File: src/rtl/phase_timer_pkg.sv
// Shared FSM states, reset-default phase durations and width helpers for phase_timer.
package phase_timer_pkg;

    typedef enum logic [1:0] {
        StIdle,
        StRun,
        StExpire
    } state_e;

    localparam int unsigned DefaultDur0     = 2;
    localparam int unsigned DefaultDur1Even = 13;
    localparam int unsigned DefaultDur1Odd  = 5;
    localparam int unsigned DefaultDur2     = 2;
    localparam int unsigned DefaultDur3     = 1;
    localparam int unsigned DefaultDur4     = 1;

    // Index width for n entries; never zero so a single-entry table still has a port.
    function automatic int unsigned idx_width(int unsigned n);
        return (n > 1) ? $clog2(n) : 1;
    endfunction

    function automatic int unsigned cnt_width(int unsigned max_val);
        return (max_val > 0) ? $clog2(max_val + 1) : 1;
    endfunction

    function automatic bit in_range(int unsigned idx, int unsigned n);
        return idx < n;
    endfunction

    function automatic int unsigned saturate(int unsigned val, int unsigned max_val);
        return (val > max_val) ? max_val : val;
    endfunction

    function automatic int unsigned default_dur(int unsigned road, int unsigned light,
                                                int unsigned count_max);
        int unsigned dur;
        case (light)
            0:       dur = DefaultDur0;
            1:       dur = (road % 2 == 1) ? DefaultDur1Odd : DefaultDur1Even;
            2:       dur = DefaultDur2;
            3:       dur = DefaultDur3;
            4:       dur = DefaultDur4;
            default: dur = count_max;
        endcase
        return saturate(dur, count_max);
    endfunction

endpackage

File: src/rtl/timing_table.sv
// Per-road, per-phase duration table: reset defaults, saturating writes, asynchronous read.
module timing_table
    import phase_timer_pkg::*;
#(
    parameter int unsigned ROADS     = 4,
    parameter int unsigned LIGHTS    = 5,
    parameter int unsigned COUNT_MAX = 15,
    localparam int unsigned RW = idx_width(ROADS),
    localparam int unsigned LW = idx_width(LIGHTS),
    localparam int unsigned CW = cnt_width(COUNT_MAX)
) (
    input  logic          clk,
    input  logic          rst,
    input  logic          wr_en,
    input  logic [RW-1:0] wr_road,
    input  logic [LW-1:0] wr_light,
    input  logic [CW-1:0] wr_data,
    output logic          wr_err,
    input  logic [RW-1:0] rd_road,
    input  logic [LW-1:0] rd_light,
    output logic [CW-1:0] rd_data
);

    logic [CW-1:0] mem_q [ROADS][LIGHTS];
    logic          wr_idx_ok;
    logic          rd_idx_ok;
    logic [CW-1:0] wr_sat;

    assign wr_idx_ok = in_range(32'(wr_road), ROADS) && in_range(32'(wr_light), LIGHTS);
    assign rd_idx_ok = in_range(32'(rd_road), ROADS) && in_range(32'(rd_light), LIGHTS);
    assign wr_err    = wr_en && !wr_idx_ok;
    assign wr_sat    = CW'(saturate(32'(wr_data), COUNT_MAX));

    always_ff @(posedge clk) begin
        if (rst) begin
            for (int unsigned r = 0; r < ROADS; r++) begin
                for (int unsigned l = 0; l < LIGHTS; l++) begin
                    mem_q[r][l] <= CW'(default_dur(r, l, COUNT_MAX));
                end
            end
        end else if (wr_en && wr_idx_ok) begin
            mem_q[wr_road][wr_light] <= wr_sat;
        end
    end

    // Out-of-range reads never reach the FSM as a load, but keep them deterministic.
    assign rd_data = rd_idx_ok ? mem_q[rd_road][rd_light] : '0;

endmodule

File: src/rtl/phase_timer.sv
// Times one traffic-light phase at a time, loading its duration from a programmable table.
module phase_timer
    import phase_timer_pkg::*;
#(
    parameter int unsigned ROADS     = 4,
    parameter int unsigned LIGHTS    = 5,
    parameter int unsigned COUNT_MAX = 15,
    localparam int unsigned RW = idx_width(ROADS),
    localparam int unsigned LW = idx_width(LIGHTS),
    localparam int unsigned CW = cnt_width(COUNT_MAX)
) (
    input  logic          clk,
    input  logic          rst,
    input  logic          tick,
    input  logic          wr_en,
    input  logic [RW-1:0] wr_road,
    input  logic [LW-1:0] wr_light,
    input  logic [CW-1:0] wr_data,
    input  logic          start,
    input  logic [RW-1:0] road,
    input  logic [LW-1:0] light,
    output logic          busy,
    output logic          done,
    output logic [CW-1:0] remaining,
    output logic          err
);

    state_e        state_q;
    logic [CW-1:0] entry;
    logic          wr_err;
    logic          start_ok;

    timing_table #(
        .ROADS     (ROADS),
        .LIGHTS    (LIGHTS),
        .COUNT_MAX (COUNT_MAX)
    ) u_table (
        .clk      (clk),
        .rst      (rst),
        .wr_en    (wr_en),
        .wr_road  (wr_road),
        .wr_light (wr_light),
        .wr_data  (wr_data),
        .wr_err   (wr_err),
        .rd_road  (road),
        .rd_light (light),
        .rd_data  (entry)
    );

    assign start_ok = in_range(32'(road), ROADS) && in_range(32'(light), LIGHTS);

    // The table read is pre-edge, so a same-edge write to the started entry loads the old value.
    always_ff @(posedge clk) begin
        if (rst) begin
            state_q   <= StIdle;
            busy      <= 1'b0;
            done      <= 1'b0;
            err       <= 1'b0;
            remaining <= '0;
        end else begin
            done <= 1'b0;
            err  <= wr_err || (state_q == StIdle && start && !start_ok);
            unique case (state_q)
                StIdle: begin
                    if (start && start_ok) begin
                        remaining <= entry;
                        busy      <= 1'b1;
                        state_q   <= StRun;
                    end
                end
                StRun: begin
                    if (remaining == '0) begin
                        busy    <= 1'b0;
                        done    <= 1'b1;
                        state_q <= StExpire;
                    end else if (tick) begin
                        remaining <= remaining - CW'(1);
                    end
                end
                StExpire: begin
                    state_q <= StIdle;
                end
                default: begin
                    state_q <= StIdle;
                end
            endcase
        end
    end

endmodule

File: config.mk
export PLATFORM = sky130hd
export DESIGN_NAME = phase_timer
export DESIGN_NICKNAME = d
export VERILOG_FILES = /design/src/rtl/phase_timer_pkg.sv /design/src/rtl/timing_table.sv /design/src/rtl/phase_timer.sv
export SDC_FILE = /design/constraint.sdc
export NUM_CORES = 1
export LEC_CHECK = 0
export CAP_MARGIN = 20
export CORE_MARGIN = 1
export CORE_UTILIZATION = 40
export CTS_CLUSTER_SIZE = 16
export DETAILED_ROUTE_END_ITERATION = 16
export GPL_ROUTABILITY_DRIVEN = 0
export GPL_TIMING_DRIVEN = 1
export PLACE_DENSITY = 0.55
export RECOVER_POWER = 50
export SLEW_MARGIN = 20
export SYNTH_ARGS = -nofsm -noshare
export SYNTH_HDL_FRONTEND = slang
export SYNTH_SLANG_ARGS = --single-unit
File: constraint.sdc
create_clock -name clk -period 1.8 [get_ports clk]
set_input_delay 0.27 -clock clk [delete_from_list [all_inputs] [get_ports clk]]
set_output_delay 0.27 -clock clk [all_outputs]
set_load 0.02 [all_outputs]
### Word level (Yosys, flattened, before mapping)

Memory sizes are Yosys's and may differ from the RTL's.
Cells that the tools add are included.
W data, S select, Z words.

* flip-flop bits (word level): 9
* memory bits (writable): 80
* input bits: 19
* output and inout bits: 7
* memories: 1

* $add $sub $neg: 1
* order comparisons: 9
* equal/unequal tests: 5
* muxes and demuxes: 33
* bitwise operators: 3
* reduce and logical (&&, ||, !) cells: 17

Memories
* u_table.mem_q: depth 4, width 20, read ports 1, clocked after Yosys merged registers in 0, write ports 4, RTL line timing_table.sv:24 `logic [CW-1:0] mem_q [ROADS][LIGHTS];`

Operators by type and width (count)
* $gt A32 B4 Y1 const B: 4
* $mux W32: 4
* $mux W20: 3
* $mux W4: 11
* $reduce_or A20 Y1: 1
* $bmux W4 S3: 1
* $demux W4 S3: 1
* $ge A4 B4 Y1 const B: 2
* $not A3 Y4: 2
* $pmux W4 S2: 1
* $mux W1: 7
* $logic_and A1 B1 Y1: 6
* $lt A3 B3 Y1 const B: 2
* $mux W2: 3
* $ne A2 B2 Y1 const B: 3
* $logic_not A4 Y1: 1
* $lt A4 B1 Y1 const B: 1
* $pmux W2 S2: 1
* $reduce_and A4 Y1: 1
* $sub A4 B1 Y4 const B: 1
* $reduce_and A3 Y1: 1
* $eq A2 B1 Y1 const B: 1
* $logic_not A1 Y1: 2
* $logic_not A2 Y1: 1
* 7 further kinds: 7

### Longest topological paths before layout

* word-level depth: 8
* depth in mapped cells: 8
* depth with buffers taken out: 7

### Cells and area by module

A second synthesis with hierarchy kept.

* cells, all modules: 372
* area total of the unflattened synthesis: 4409.2 um^2

By module, submodules not included
* timing_table: instances 1, cells an instance 322, area each 3955.0 um^2, sequential area each 2402.3 um^2
* phase_timer: instances 1, cells an instance 50, area each 454.2 um^2, sequential area each 180.2 um^2

### Least setup slack after synthesis

Ideal clock, no wire load.

* path type: flip-flop to flip-flop
* start: reg remaining[0]
* end: reg remaining[1]
* library setup time: 0.086 ns
* arrival time: 1.660 ns
* data required time: 1.714 ns
* setup slack: 0.054 ns
* stages on the path, launching flop included: 8
* path buffers: 1
* clock period less this slack: 1.746 ns
* cells stage by stage: dfxtp_1 inv_1 ha_1 or3b_1 buf_2 a32oi_2 a211oi_2 a211oi_1

* word-level cells in the longest chain between the ends: 4
* elaborated cells between the ends (all ways): 7
* classes of those cells: add/sub (1); eq/ne (1); mux (3); reduce/logical (2)

Ends and longest elaborated chain
* start: declaration: RTL line phase_timer.sv:24 `output logic [CW-1:0] remaining,`
* start signal: assignment: RTL line phase_timer.sv:66 `remaining <= entry;`
* start signal: assignment: RTL line phase_timer.sv:77 `remaining <= remaining - CW'(1);`
* $sub A4 B1 Y4: RTL line phase_timer.sv:77
* $mux W4: RTL line phase_timer.sv:76 `end else if (tick) begin`
* $mux W4: RTL line phase_timer.sv:72 `if (remaining == '0) begin`
* $pmux W4 S2: RTL line phase_timer.sv:63 `unique case (state_q)`

Parallel ways exist; a longest one is shown, timed or not. The select of a mux whose other input is x is not followed.
A chain may end at the register's enable or synchronous reset.

### Worst setup path in the final report

* start: in road[1]
* end: reg remaining[2]

* word-level cells in the longest chain between the ends: 7

Ends and longest elaborated chain
* start: declaration: RTL line phase_timer.sv:20 `input logic [RW-1:0] road,`
* $mem_v2 Z4 W20
* $bmux W4 S3: RTL line timing_table.sv:47 `assign rd_data = rd_idx_ok ? mem_q[rd_road][rd_light] : '0;`
* $mux W4 (implied by the code) (2 in series): RTL line timing_table.sv:47
* $mux W4: RTL line timing_table.sv:47
* $mux W4: RTL line phase_timer.sv:65 `if (start && start_ok) begin`
* $pmux W4 S2: RTL line phase_timer.sv:63

No other way between the ends. The select of a mux whose other input is x is not followed.

==> flow_summary.ini <==
[status]
status = completed

[timing]
fin_crit_sh_pct = 99.3
max-slew-margin-rel_pct = 74.1
finalSetupViolations = 0
max_freq_ghz = 0.559
tightest_slew_ns = 0.388
tns_ns = 0
whs_ns = 0.480
timing.clock.skew_ns = 0.0101
hold_viol_final = 0
rsz0062_at_grt = yes
post-route-min-period_ns = 1.79
drv_slew = 0

[route]
routed_wl_microns = 10800
num_vias = 3009
wl_per_cell_microns = 19.1
drtIter0Drc = 167
vias_per_cell = 5.34
ant_nets = 0
firstDrtPassIters = 4
drc = 0

[min_path]
min_path_type = reg2reg

[power]
clkPwrFrac_pct = 33.8
powerDensity_nw_per_um2 = 832
p_leak_uw = 0.00200
ir_worst_vdd_v = 0.000329
p_sw_share_pct = 23.5
combPwrFrac_pct = 14.2
seq_power_share_pct = 52.0
p_int_uw = 3550
p_sw_uw = 1090

[yosys]
ys_async_sr_fraction_pct = 0
synthesis.nets = 358
synth_edf_count = 80
synth_ff_type = edfxtp_1
synth_seq_area_share_pct = 58.8
synth.avg_cell_area_sq_um = 13.0
yosysWarnings = 0
synthCells = 338
synth-seq-cells = 89
syn_area_sq_um = 4390
synth.distinct_cells = 48

[die]
dieArea_sq_um = 11400
ios = 26
die-width_microns = 107
coreArea_sq_um = 10500
rows = 37
floorplan.initialDensity_pct = 41.8
die_h_microns = 107

[layout]
syn_to_final_growth_pct = 27.0
drive_gt1_share_pct = 28.0
num_antenna_cells = 0
multi_input_area_sq_um = 1690
regArea_sq_um = 2580
fillers = 918
nets = 443

[cts]
cts_tree = yes
ctsHoldBuffers = 0
root_buffer = clkbuf_8
cts_buffer_depth = 2
clk_pin_slew_worst_paths_ns = 0.09
numCtsBuffers = 9
clkLatencyLatePin_ns = 0.35
cts.sinks = 89
cts_max_level = 3

[global_route]
grt_usage_pct = 20.2
grt_pass1_wl_microns = 16600
grt_max_degree = 30
grt.overflow.total = 0
antenna_found_initial = 0
grt_pass1_vias = 3007

[job]
max_cap_viol_count = 0

[critical_path]
crit_path_cell_trace = clkdlybuf4s50_1, buf_6, buf_12, mux4_2, mux2i_1, o21ai_1, o2111ai_1, a211oi_1
worstSetupEndpointType = flop
cp_max_fo = 8
crit_family = buffers and inverters
path_class = in2reg
cp.required_ns = 2.03
worst_path_max_delay_cell = mux4_2
arrival_ns = 2.02
critPathBufInv = 3
cp-start-kind = input port
critical-path-max-stage-delay_ns = 0.48

[place]
dpl.hpwl_microns = 7490
io_buffers = 25
-- final timing paths --
| kind | startpoint | depth (start not counted) | slack [ns] | endpoint |
|---|---|---|---|---|
| setup / recovery | road[1] | 8 | 0.01 | remaining[2] |
| hold / removal | busy | 2 | 0.48 | busy |
| hold reg to reg | busy | 2 | 0.48 | busy |
| setup reg to reg | remaining[1] | 7 | 0.10 | remaining[0] |
-- through the flow --
| stage | total power, uW | instances | setup WS [ns] | cell area [sq um] | util [%] |
|---|---|---|---|---|---|
| finish | 4650 | 564 | 0.0122 | 5580 | 53.1 |
| global route | 4810 | 564 | -0.0162 | 5580 | 53.1 |
| CTS | 4650 | 562 | 0.00484 | 5550 | 52.8 |
| detailed placement | 3080 | 543 | -0.541 | 5260 | 50.1 |
| global placement | 3070 | 543 | -0.551 | 5260 | 50.1 |
| floorplan | 2780 | 338 | 0.0540 | 4390 | - |
-- layout make-up --
type / count / area share [%]
clock buffers: 12 / 2.78
clock inverters: 4 / 1.35
inverters: 5 / 0.336
multi-input cells: 217 / 30.2
flip-flops and latches: 89 / 46.3
well taps: 136 / 3.05
repair buffers: 101 / 16.0
-- Yosys cell counts, types with 3 or more instances --
| cell | number | area (sq um) |
|---|---|---|
| nor4_1 | 6 | 37.5 |
| inv_1 | 4 | 15.0 |
| mux2i_1 | 8 | 80.1 |
| or2_2 | 20 | 125 |
| mux4_1 | 12 | 315 |
| edfxtp_1 | 80 | 2400 |
| a21oi_1 | 7 | 35.0 |
| or3_1 | 14 | 87.6 |
| o211ai_1 | 3 | 22.5 |
| nor3_1 | 30 | 150 |
| nor2_1 | 24 | 90.1 |
| nor2b_1 | 5 | 31.3 |
| and2_1 | 25 | 156 |
| clkbuf_1 | 18 | 67.6 |
| dfxtp_1 | 9 | 180 |
| nand2_1 | 16 | 60.1 |
| mux4_2 | 5 | 113 |
| buf_2 | 3 | 15.0 |
| nand2b_1 | 11 | 68.8 |
| buf_6 | 3 | 33.8 |
-- power groups by stage --
stage / clock network, uW / registers (uW) / logic [uW]
final: 1570 / 2420 / 661
after global routing: 1670 / 2430 / 713
after CTS: 1590 / 2410 / 639
after detailed placement: 0 / 2460 / 620
after global placement: 0 / 2460 / 613
after floorplan: 0 / 2450 / 328
-- timing repair --
| item | in CTS | in global routing |
|---|---|---|
| pin swaps | 0 | 4 |
| setup endpoints to repair | 4 | 4 |
| cloned | 1 | 0 |
| endpoints found under the hold margin | 0 | 0 |
| buffers inserted | 2 | 2 |
| gates resized for setup | 6 | 11 |
-- sequential cells by signal (all words and copies together) (netlist names) --
signal and flops:
remaining 4, err 1, busy 1, state_q 2, done 1, u_table.mem_q 80
-- cells by family after synthesis --
group	after synthesis	synth area share, %
AOI/OAI and AO/OA	29	4.93
muxes	25	11.6
buffers and inverters	32	4.07
DFF	89	58.8
and+or+nand+nor	162	20.4
adders and majority gates	1	0.285
-- cells in the final DEF, fill, tap and decap left out, types with 2 or more instances in the layout --
master / count
a211oi_1: 2
a21oi_1: 7
a221oi_2: 2
and2_0: 5
and2_1: 21
buf_12: 6
buf_4: 46
bufinv_16: 2
clkbuf_1: 11
clkbuf_4: 10
clkbuf_8: 11
clkdlybuf4s50_1: 18
clkinvlp_4: 2
dfxtp_1: 9
dlygate4sd3_1: 6
edfxtp_1: 80
inv_1: 4
mux2i_1: 8
mux4_1: 10
mux4_2: 7
nand2_1: 16
nand2b_1: 11
nand3b_1: 2
nor2_1: 24
nor2b_1: 5
nor3_1: 29
nor4_1: 6
o211ai_1: 3
o21ai_0: 2
o21ai_1: 2
o21bai_1: 2
or2_2: 20
or3_1: 14
-- routing by layer --
layer  part of all wire, %  global-route usage, %  wire length, microns
met4                   1.0                   5.38                   111
met2                    48                   33.7                  5170
met1                    46                   27.0                  4910
met5                     0                      0                     0
met3                   5.2                   3.83                   558
-- worst min-delay path, cell delays in order (launching register included) --
cell     delay [ns]
dfxtp_1        0.31
o21ai_0        0.07
a21oi_1        0.06
Power figures use the tool's default switching activity.
